## src/rtl/ghost_board_writer.sv

```systemverilog
// Ghost board writer: on a ghost move, restores tiles under the old ghost cells, saves the
// tiles under the new cells, draws both ghosts there and reports landings on pacman.
module ghost_board_writer #(
    parameter int unsigned       TILE_W     = 3,
    parameter logic [TILE_W-1:0] EMPTY_CODE = TILE_W'(0),
    parameter logic [TILE_W-1:0] GHOST_CODE = TILE_W'(4)
) (
    input  logic              i_clock_50,
    input  logic              i_reset,
    input  logic              i_enable,
    input  logic [5:0]        i_curr_ghost1_x,
    input  logic [4:0]        i_curr_ghost1_y,
    input  logic [5:0]        i_curr_ghost2_x,
    input  logic [4:0]        i_curr_ghost2_y,
    input  logic [5:0]        i_next_ghost1_x,
    input  logic [4:0]        i_next_ghost1_y,
    input  logic [5:0]        i_next_ghost2_x,
    input  logic [4:0]        i_next_ghost2_y,
    input  logic [5:0]        i_curr_pacman_x,
    input  logic [4:0]        i_curr_pacman_y,
    output logic [5:0]        o_rd_x,
    output logic [4:0]        o_rd_y,
    input  logic [TILE_W-1:0] i_rd_data,
    output logic              o_wr_en,
    output logic [5:0]        o_wr_x,
    output logic [4:0]        o_wr_y,
    output logic [TILE_W-1:0] o_wr_data,
    output logic              o_wrdone,
    output logic              o_busy,
    output logic              o_collision,
    output logic [1:0]        o_collision_id,
    output logic              o_stale_err
);

    typedef enum logic [3:0] {
        S_IDLE, S_ERASE1, S_ERASE2, S_RD1, S_WAIT1,
        S_DRAW1, S_RD2, S_WAIT2, S_DRAW2, S_DONE
    } state_t;

    state_t              r_state;
    logic                r_hold;
    logic [5:0]          r_t1_x, r_t2_x, r_o2_x;
    logic [4:0]          r_t1_y, r_t2_y, r_o2_y;
    logic [TILE_W-1:0]   r_under1, r_under2;
    logic [5:0]          r_rd_x, r_wr_x;
    logic [4:0]          r_rd_y, r_wr_y;
    logic [TILE_W-1:0]   r_wr_data;
    logic                r_wr_en, r_wrdone, r_busy, r_collision, r_stale_err;
    logic [1:0]          r_collision_id;

    logic w_moved, w_start, w_t1_on_pac, w_t2_on_pac, w_same_target, w_stale;

    assign w_moved       = (i_next_ghost1_x != i_curr_ghost1_x) || (i_next_ghost1_y != i_curr_ghost1_y) ||
                           (i_next_ghost2_x != i_curr_ghost2_x) || (i_next_ghost2_y != i_curr_ghost2_y);
    assign w_start       = (r_state == S_IDLE) && i_enable && !r_hold && w_moved;
    assign w_t1_on_pac   = (r_t1_x == i_curr_pacman_x) && (r_t1_y == i_curr_pacman_y);
    assign w_t2_on_pac   = (r_t2_x == i_curr_pacman_x) && (r_t2_y == i_curr_pacman_y);
    assign w_same_target = (r_t1_x == r_t2_x) && (r_t1_y == r_t2_y);
    assign w_stale       = (i_next_ghost1_x != r_t1_x) || (i_next_ghost1_y != r_t1_y) ||
                           (i_next_ghost2_x != r_t2_x) || (i_next_ghost2_y != r_t2_y);

    // Outputs are registered for the state being entered, so each lines up with its state.
    always_ff @(posedge i_clock_50 or posedge i_reset) begin
        if (i_reset) begin
            r_state        <= S_IDLE;
            r_hold         <= 1'b0;
            r_t1_x         <= '0;
            r_t1_y         <= '0;
            r_t2_x         <= '0;
            r_t2_y         <= '0;
            r_o2_x         <= '0;
            r_o2_y         <= '0;
            r_under1       <= EMPTY_CODE;
            r_under2       <= EMPTY_CODE;
            r_rd_x         <= '0;
            r_rd_y         <= '0;
            r_wr_en        <= 1'b0;
            r_wr_x         <= '0;
            r_wr_y         <= '0;
            r_wr_data      <= '0;
            r_wrdone       <= 1'b0;
            r_busy         <= 1'b0;
            r_collision    <= 1'b0;
            r_collision_id <= 2'b00;
            r_stale_err    <= 1'b0;
        end else begin
            r_wr_en     <= 1'b0;
            r_wr_x      <= '0;
            r_wr_y      <= '0;
            r_wr_data   <= '0;
            r_rd_x      <= '0;
            r_rd_y      <= '0;
            r_wrdone    <= 1'b0;
            r_collision <= 1'b0;
            r_hold      <= 1'b0;
            case (r_state)
                S_IDLE: begin
                    if (w_start) begin
                        r_t1_x         <= i_next_ghost1_x;
                        r_t1_y         <= i_next_ghost1_y;
                        r_t2_x         <= i_next_ghost2_x;
                        r_t2_y         <= i_next_ghost2_y;
                        r_o2_x         <= i_curr_ghost2_x;
                        r_o2_y         <= i_curr_ghost2_y;
                        r_collision_id <= 2'b00;
                        r_busy         <= 1'b1;
                        r_wr_en        <= 1'b1;
                        r_wr_x         <= i_curr_ghost1_x;
                        r_wr_y         <= i_curr_ghost1_y;
                        r_wr_data      <= r_under1;
                        r_state        <= S_ERASE1;
                    end
                end
                S_ERASE1: begin
                    r_wr_en   <= 1'b1;
                    r_wr_x    <= r_o2_x;
                    r_wr_y    <= r_o2_y;
                    r_wr_data <= r_under2;
                    r_state   <= S_ERASE2;
                end
                S_ERASE2: begin
                    r_rd_x  <= r_t1_x;
                    r_rd_y  <= r_t1_y;
                    r_state <= S_RD1;
                end
                S_RD1: begin
                    r_rd_x  <= r_t1_x;
                    r_rd_y  <= r_t1_y;
                    r_state <= S_WAIT1;
                end
                S_WAIT1: begin
                    r_wr_en   <= 1'b1;
                    r_wr_x    <= r_t1_x;
                    r_wr_y    <= r_t1_y;
                    r_wr_data <= GHOST_CODE;
                    r_state   <= S_DRAW1;
                end
                S_DRAW1: begin
                    r_under1 <= i_rd_data;
                    if (w_t1_on_pac) r_collision_id[0] <= 1'b1;
                    r_rd_x   <= r_t2_x;
                    r_rd_y   <= r_t2_y;
                    r_state  <= S_RD2;
                end
                S_RD2: begin
                    r_rd_x  <= r_t2_x;
                    r_rd_y  <= r_t2_y;
                    r_state <= S_WAIT2;
                end
                S_WAIT2: begin
                    r_wr_en   <= 1'b1;
                    r_wr_x    <= r_t2_x;
                    r_wr_y    <= r_t2_y;
                    r_wr_data <= GHOST_CODE;
                    r_state   <= S_DRAW2;
                end
                S_DRAW2: begin
                    // A shared target now reads back GHOST_CODE; ghost1 already saved the real tile.
                    r_under2    <= w_same_target ? r_under1 : i_rd_data;
                    if (w_t2_on_pac) r_collision_id[1] <= 1'b1;
                    r_collision <= r_collision_id[0] | w_t2_on_pac;
                    r_wrdone    <= 1'b1;
                    r_state     <= S_DONE;
                end
                S_DONE: begin
                    if (w_stale) r_stale_err <= 1'b1;
                    r_busy  <= 1'b0;
                    r_hold  <= 1'b1;
                    r_state <= S_IDLE;
                end
                default: begin
                    r_busy  <= 1'b0;
                    r_state <= S_IDLE;
                end
            endcase
        end
    end

    assign o_rd_x         = r_rd_x;
    assign o_rd_y         = r_rd_y;
    assign o_wr_en        = r_wr_en;
    assign o_wr_x         = r_wr_x;
    assign o_wr_y         = r_wr_y;
    assign o_wr_data      = r_wr_data;
    assign o_wrdone       = r_wrdone;
    assign o_busy         = r_busy;
    assign o_collision    = r_collision;
    assign o_collision_id = r_collision_id;
    assign o_stale_err    = r_stale_err;

endmodule
```

## config.mk

```make
export PLATFORM = sky130hd
export DESIGN_NAME = ghost_board_writer
export DESIGN_NICKNAME = d
export VERILOG_FILES = /design/src/rtl/ghost_board_writer.sv
export SDC_FILE = /design/constraint.sdc
export NUM_CORES = 1
export LEC_CHECK = 0
export ABC_AREA = 1
export CORE_MARGIN = 1.5
export CORE_UTILIZATION = 45
export CTS_BUF_LIST = sky130_fd_sc_hd__clkbuf_8
export CTS_CLUSTER_DIAMETER = 60
export DETAILED_ROUTE_END_ITERATION = 16
export DONT_BUFFER_PORTS = 1
export HOLD_SLACK_MARGIN = 0.12
export SETUP_SLACK_MARGIN = 0.15
export SLEW_MARGIN = 20
export SYNTH_ARGS = -nofsm -noshare
export SYNTH_HDL_FRONTEND = slang
export SYNTH_SLANG_ARGS = --single-unit
```

## constraint.sdc

```tcl
create_clock -name i_clock_50 -period 3.95 [get_ports i_clock_50]
set_input_delay 0.79 -clock i_clock_50 [delete_from_list [all_inputs] [get_ports i_clock_50]]
set_output_delay 0.79 -clock i_clock_50 [all_outputs]
set_load 0.05 [all_outputs]
```

* After elaboration in Yosys (flattened, before gate mapping)
Index checks and enable logic that the tools add are counted. Widths: inputs -> output; s select.
Cells by class: eq/ne operators 26, multiplexer cells 23, bitwise gates (word level) 2, reductions and logical operators 26
Operators with widths (count):
- $pmux 4 s9 | 1
- $ne 6x6->1 | 4
- $pmux 6 s4 | 1
- $ne 5x5->1 | 4
- $pmux 5 s4 | 1
- $eq 6x6->1 | 3
- $eq 4x3->1 const B | 4
- $eq 5x5->1 | 3
- $pmux 6 s2 | 1
- $pmux 5 s2 | 1
- $pmux 3 s3 | 1
- $eq 4x2->1 const B | 2
- $eq 4x4->1 const B | 2
- $pmux 1 s2 | 4
- $reduce_or 8->1 | 1
- $mux 1 | 7
- $logic_and 1x1->1 | 6
- $logic_or 1x1->1 | 6
- $mux 3 | 2
- $mux 6 | 1
- $ne 2x2->1 const B | 3
- $reduce_and 2->1 | 3
- $reduce_and 3->1 | 2
- $reduce_or 2->1 | 3
- other kinds (10) | 11
Word-level totals: flip-flop bits (word level) 76, input port bits 61, output and inout port bits 32, word-level logic and storage cells 99

* Depth between registers and ports, before layout
Gate-level depths: netlist (run 1).
depth in word-level cells 7, depth in mapped cells 13

* Least setup slack after synthesis (run 1)
Ideal clock, no wire load.
kind input port to flip-flop, start input i_next_ghost1_y[2], end register r_state[0], data arrival time 1.629 ns, data required time 3.831 ns, slack 2.202 ns, stages 12, path through inv_1 > nand2_1 > nand2_1 > nor2_1 > nand2_1 > nor2_1 > nand3_1 > nand2_2 > buf_6 > nand2_2 > o21ai_1 > nor2_1
On the way: word-level cells in the longest chain between the ends 6
Ends and longest elaborated chain:
- start, declared | line 16 | input logic [4:0] i_next_ghost1_y,
- $ne 5x5->1 | line 53 | assign w_moved = (i_next_ghost1_x != i_curr_ghost1_x) || (i_next_ghost1_y != i_curr_ghost1_y) ||
- $logic_or 1x1->1 (2 in a row) | line 53
- $logic_or 1x1->1 | line 54 | (i_next_ghost2_x != i_curr_ghost2_x) || (i_next_ghost2_y != i_curr_ghost2_y);
- $logic_and 1x1->1 | line 55 | assign w_start = (r_state == S_IDLE) && i_enable && !r_hold && w_moved;
- $ne 2x2->1 (no line)
- end signal, assigned | line 65 | r_state <= S_IDLE;
- end signal, assigned | line 111 | r_state <= S_ERASE1;
- end signal, assigned | line 119 | r_state <= S_ERASE2;
- end, declared | line 40 | state_t r_state;
Every way passes these cells. A chain may end at the register's enable or synchronous reset.

* Worst setup path after layout (run 1)
start register r_state[3], end register r_collision_id[0], in the netlist o_collision_id[0]
On the way: word-level cells in the longest chain between the ends 6
Ends and longest elaborated chain:
- $logic_not 4->1 | line 55, 96
- $logic_and 1x1->1 (3 in a row) | line 55
- $ne 2x2->1 (no line)
- $reduce_and 3->1 (no line)
- end signal, assigned | line 84 | r_collision_id <= 2'b00;
- end signal, assigned | line 105 | r_collision_id <= 2'b00;
- end signal, assigned | line 140 | if (w_t1_on_pac) r_collision_id[0] <= 1'b1;
- end, declared | line 49 | logic [1:0] r_collision_id;
Several ways; a longest one is shown, not always the timed one.

==> results by group, run 1 <==
Outcome
  • Status: complete, no violations

Power
  • Pleak: 2.26 nW
  • PD cells: 805 nW/um2
  • IR drop worst, VDD: 0.259 mV
  • Net Sw Frac: 0.483
  • Sequential share of power: 0.472
  • Internal power: 1.86 mW
  • Net switching power figure: 1.74 mW
  • Comb power frac: 0.355
  • Clock share of power: 0.173

STA
  • Final setup viols: 0
  • Final min period: 2390 ps
  • Fin Hold WS: 424 ps
  • Period Utilization, post-route: 0.605
  • Peak Freq: 419 MHz
  • Layout Skew: 12.3 ps
  • Slew HR: 0.507
  • Max-slew violations: 0
  • RSZ-0062 raised after global routing: no
  • Setup ws final: 1560 ps
  • Measured slew at the worst slew-check pin: 739 ps
  • Final Hold Fails: 0
  • Setup TNS: 0 ps

Setup path
  • Critical path data required time: 4200 ps
  • CP endpoint kind: flip-flop
  • CP arrival: 2640 ps
  • Top cell by count, worst path: nand2_1
  • Critical path fanouts, max: 36
  • Critical path's slowest cell: dfrtp_1
  • Startpoint types: flip-flop
  • Largest stage delay on the critical path: 460 ps
  • Worst-path cell chain: nor2_4 > nand2_1 > inv_2 > nand2_1 > nor2_2 > nand2_2 > buf_4 > nand2_2 > nand2_1 > nand2_1 > nand2_1
  • Crit path kind: flip-flop to flip-flop

Synth
  • Sequential-to-total area share from yosys stat: 0.454
  • Adder-cell share of the synthesized area: 0
  • #FFs+latches synth: 76
  • Mapped cell area: 4190 um2
  • Syn nets: 620
  • Synth Area in XOR/XNOR: 0.0815
  • Area share of the largest cell type after synthesis: 0.454
  • Synth Area in Simple Gates: 0.239
  • Mapped Cells: 559
  • Most frequent cell after synthesis: nand2_1
  • Async SR Flop Fraction: 1.00
  • Main combinational cell family by area after synthesis: simple AND/OR/NAND/NOR gates
  • Area contributors post-synth: dfrtp_1 (45%), nand2_1 (13%), inv_1 (7.4%), xnor2_1 (5.4%), o21ai_1 (3.9%)
  • Primary FF master, synth: dfrtp_1
  • Synth Area per Inst: 7.50 um2
  • Cell taking the most area after synthesis: dfrtp_1
  • Portion of netlist area occupied by mux cells: 0
  • Top post-synthesis cells by count: nand2_1 (148), inv_1 (83), dfrtp_1 (76)
  • Synth Area in Compound Gates: 0.125
  • Warnings, synthesis: 0
  • Post-synth EDFFs: 0
  • Distinct cells, synth: 26

Hold path
  • Hold Crit Class: primary input to async pin

Floorplanning
  • Die area: 9900 um2
  • Die Wd: 99.5 um
  • Core footprint: 9150 um2
  • FP Rows: 35
  • I/O pin count: 93
  • Initial Util: 0.458
  • Die Span Y: 99.5 um

Global route
  • Antenna violations before repair: 0
  • GRT overflow: 0
  • Vias in the first global route: 3408
  • Largest net degree at the start of global routing: 59
  • First-pass GRT wire length: 18.7 mm
  • GRT Overall Usage: 0.254

CTS
  • Root Driver: clkbuf_8
  • Cts hold-fix bufs: 0
  • Clock transition at path regs: 80 ps
  • Resized Gates After CTS: 0
  • CTS tree: built
  • CTS Buf Count: 9
  • Clk_lat worst skew: 360 ps
  • Clock Path Buffers: 2
  • Clock sink count: 76
  • Post-CTS Setup Bufs: 0
  • Htree depth: 3

Finish
  • Nets@finish: 613
  • Antenna diode count: 0
  • Final instance area: 4460 um2
  • Ratio of cells with drive above 1 in the final layout: 0.0557
  • P&R area growth vs syn: 6.48%

Route
  • DRT antenna net count: 0
  • DR WL/cell: 18.0 um
  • WL final: 12.0 mm
  • Via count: 3620
  • DRT Pass-1 Iters: 5
  • Initial DRC Count: 297
  • DRC viols: 0
  • Drt via density: 5.42

Placed design
  • Worst Setup Slack post-DPL: 1260 ps
  • HPWL after DPL: 9.16 mm
  • GPL Wtd Cong: 0.894
  • Placement-stage cell area: 4260 um2
  • Port bufs: 0

Job
  • Max_cap viols: 0
## sequential cells by signal, summed over array words and instances, names as in the netlist, 2 cells and up
signal,flops
r_under2,3
o_rd_x,6
o_rd_y,5
r_t2_x,6
o_wr_x,6
o_wr_data,3
r_o2_x,6
r_state,4
o_wr_y,5
r_t2_y,5
r_t1_y,5
r_o2_y,5
o_collision_id,2
r_under1,3
r_t1_x,6
## placed cells by master, fill, tap and decap left out, drive strengths merged, types with 3 or more instances in the layout
| cell | n |
|---|---|
| o22ai | 20 |
| dfrtp | 76 |
| nand2 | 150 |
| buf | 4 |
| nand4 | 8 |
| nand3 | 29 |
| nor3 | 6 |
| clkbuf | 11 |
| nor2 | 43 |
| xnor2 | 26 |
| o21ai | 65 |
| a21oi | 11 |
| clkinv | 3 |
| xor2 | 13 |
| inv | 86 |
## power groups by stage
stage,registers [mW],logic (mW),clock network [mW]
2_1_floorplan,1.52,1.08,0
3_3_place_gp,1.69,1.26,0
3_5_place_dp,1.70,1.27,0
4_1_cts,1.69,1.27,0.629
5_1_grt,1.73,1.43,0.661
6_report,1.70,1.27,0.621
## logic make-up after synthesis
kind of cell              count (synthesis)
DFF                                      76
buffers and inverters                   108
AOI/OAI and AO/OA                        98
and+or+nand+nor                         238
xor gates and xnor gates                 39
## metrics by stage
step | total power [mW] | utilization | instances
6_report | 3.59 | 0.487 | 668
3_3_place_gp | 2.96 | 0.465 | 652
4_1_cts | 3.59 | 0.487 | 668
2_1_floorplan | 2.60 | - | 559
3_5_place_dp | 2.97 | 0.465 | 652
5_1_grt | 3.82 | 0.487 | 668
## layer usage
layer,part of all wire,global-route usage
met1,0.42,0.329
met2,0.47,0.399
met3,0.073,0.0703
met4,0.037,0.109
met5,0,0
## worst max-delay path: cells and delay by family (launching register included)
kind | cells | cell delay [ps]
AND/OR/NAND/NOR | 9 | 1340
flip-flops | 1 | 460
buffers and inverters | 2 | 450
## final cells by class
| cell class | count | area, um2 |
|---|---|---|
| fillers | 952 | 4690 |
| flip-flops and latches | 76 | 1900 |
| multi-input cells | 375 | 1860 |
| inverters | 86 | 325 |
| clock buffers | 11 | 151 |
| well taps | 111 | 139 |
| clock inverters | 5 | 51.3 |
| repair buffers | 4 | 30.0 |
## path summary, 6_finish.rpt
| kind | start | endpoint | slack [ps] | cells past startpoint |
|---|---|---|---|---|
| setup / recovery | r_state[3]$_DFFE_PP0P_ | o_collision_id[0]$_DFFE_PP0P_ | 1560 | 11 |
| setup reg to reg | r_state[3]$_DFFE_PP0P_ | o_collision_id[0]$_DFFE_PP0P_ | 1560 | 11 |
| hold / removal | i_reset | o_wr_y[3]$_DFF_PP0_ | 420 | 1 |
| max in group asynchronous | i_reset | o_collision_id[1]$_DFFE_PP0P_ | 2790 | 2 |
| hold reg to reg | r_state[0]$_DFFE_PP0P_ | r_state[0]$_DFFE_PP0P_ | 490 | 1 |
| min in group i_clock_50 | r_state[0]$_DFFE_PP0P_ | r_state[0]$_DFFE_PP0P_ | 490 | 1 |
Note: power is estimated with default switching activity, not from simulation.
==> run 2, diff against run 1 <==
clock period = 2.3 ns   (was 3.95 ns; I/O delays follow)
==> run 2 against run 1 <==
Effect of this change: sequential power rose by 69%; largest power group unchanged; clock skew increased by 1.8 ps; final cell count increased by 0.60%; clock power grew 120%; register-to-register slack lost 1100 ps; count of clock-buffer cells in the layout fell by 1; via count shrank 1.2%; total power increased by 80%; sequential share of layout area shrank 1.1 points; first-iteration DRC count fell by 30%; combinational power increased by 76%.
==> results by group, run 2 (synthesis results as in run 1) <==
Global route
  • Antenna violations before repair: 0
  • Largest net degree at the start of global routing: 56
  • Vias in the first global route: 3467
  • First-pass GRT wire length: 18.9 mm
  • GRT Overall Usage: 0.252
  • GRT overflow: 0

CTS
  • Resized Gates After CTS: 0
  • CTS Buf Count: 9
  • Clock transition at path regs: 80 ps
  • Root Driver: clkbuf_8
  • Clock Path Buffers: 2
  • Clock sink count: 76
  • Clk_lat worst skew: 350 ps
  • Htree depth: 3
  • Cts hold-fix bufs: 1
  • CTS tree: built
  • Post-CTS Setup Bufs: 0

Finish
  • Nets@finish: 617
  • Seq. cell area: 1900 um2
  • Fillers: 904
  • Multi-input combinational cell area: 1860 um2
  • Antenna diode count: 0
  • P&R area growth vs syn: 9.38%
  • Final instance area: 4580 um2
  • Ratio of cells with drive above 1 in the final layout: 0.0588
  • Commonest non-fill, non-tap cell in the layout: nand2_1
  • Fin util: 0.501
  • Non-filler cells in the finished layout: 672
  • Most frequent cells in the layout: nand2_1 (148), inv_1 (84), dfrtp_1 (76)

STA
  • Setup ws final: 484 ps
  • Final setup viols: 0
  • Layout Skew: 14.1 ps
  • Final min period: 1820 ps
  • Measured slew at the worst slew-check pin: 531 ps
  • Setup TNS: 0 ps
  • Max-slew violations: 0
  • Slew HR: 0.645
  • Period Utilization, post-route: 0.790
  • Peak Freq: 551 MHz
  • RSZ-0062 raised after global routing: no
  • Fin Hold WS: 221 ps
  • Final Hold Fails: 0

Power
  • Pleak: 2.31 nW
  • Power, Total: 6.46 mW
  • PD cells: 1410 nW/um2
  • IR drop worst, VDD: 0.571 mV

Hold path
  • Hold Crit Class: primary input to flip-flop
  • Hold Crit Depth: 2

Route
  • Drt via density: 5.32
  • Initial DRC Count: 207
  • DRT antenna net count: 0
  • DR WL/cell: 17.4 um
  • WL final: 11.7 mm
  • DRC viols: 0
  • DRT Pass-1 Iters: 7
  • Via count: 3578

Setup path
  • Worst r2r path cells: 8
  • Startpoint types: flip-flop
  • Critical path data required time: 2570 ps
  • R2R setup slack: 480 ps
  • CP endpoint kind: flip-flop
  • Crit path kind: flip-flop to flip-flop
  • Critical path fanouts, max: 52
  • CP arrival: 2080 ps

Floorplanning
  • Die Span Y: 99.5 um
  • Die Wd: 99.5 um
  • FP Rows: 35
  • Core footprint: 9150 um2
  • Initial Util: 0.458
  • Die area: 9900 um2
  • I/O pin count: 93

Job
  • Max_cap viols: 0

Placed design
  • HPWL after DPL: 9.13 mm
  • Port bufs: 0
  • GPL Wtd Cong: 0.945
  • Placed Cells incl. Taps: 655
  • Placement-stage cell area: 4310 um2
  • Worst Setup Slack post-DPL: 250 ps

Outcome
  • Status: complete, no violations
[run 2: changes by cell type in the layout (fill, tap and decap cells not counted), sizes merged]
cell         change
buf              +3
bufinv           +3
clkinv           -2
clkbuf           -1
dlygate4sd3      +1
[run 2: power by group]
group          switching [mW]  internal, mW  leakage [nW]  total (mW)
clock network           0.497         0.853         0.139        1.35
logic                    1.39         0.840          1.21        2.23
registers                1.04          1.84         0.970        2.88
total                    2.93          3.53          2.31        6.46
[run 2: cell type report]
class	instances	share of cell area
Timing Repair Buffer	8	0.0191
Clock inverter	6	0.0278
Multi-Input combinational cell	375	0.406
Clock buffer	10	0.0300
Tap cell	111	0.0303
Inverter	86	0.0713
Sequential cell	76	0.415
[run 2: metal layers]
metal / track usage / up-vias / share of wire
li1: - / 1753 / -
met1: 0.329 / 1662 / 0.41
met2: 0.399 / 141 / 0.47
met3: 0.0745 / 22 / 0.091
met4: 0.0953 / 0 / 0.026
met5: 0 / - / 0
[run 2: path summary, 6_finish.rpt]
path | from | endpoint
min reg2reg | r_o2_x[0]$_DFFE_PP0P_ | r_o2_x[0]$_DFFE_PP0P_
max in group asynchronous | i_reset | r_t1_x[3]$_DFFE_PP0P_
min | i_curr_ghost1_x[4] | o_wr_x[4]$_DFF_PP0_
max | r_state[1]$_DFFE_PP0P_ | o_wr_y[0]$_DFF_PP0_
min in group asynchronous | i_reset | o_rd_y[3]$_DFF_PP0_
max reg2reg | r_state[1]$_DFFE_PP0P_ | o_wr_y[0]$_DFF_PP0_
[run 2: critical path, cell delays in order, from the launching register on]
cell     delay, ps
dfrtp_1        430
nor2_1         210
nand2_1        140
inv_2           80
nand2_1         60
nor2_2         110
nand2_2        240
buf_12         280
o21ai_0        190
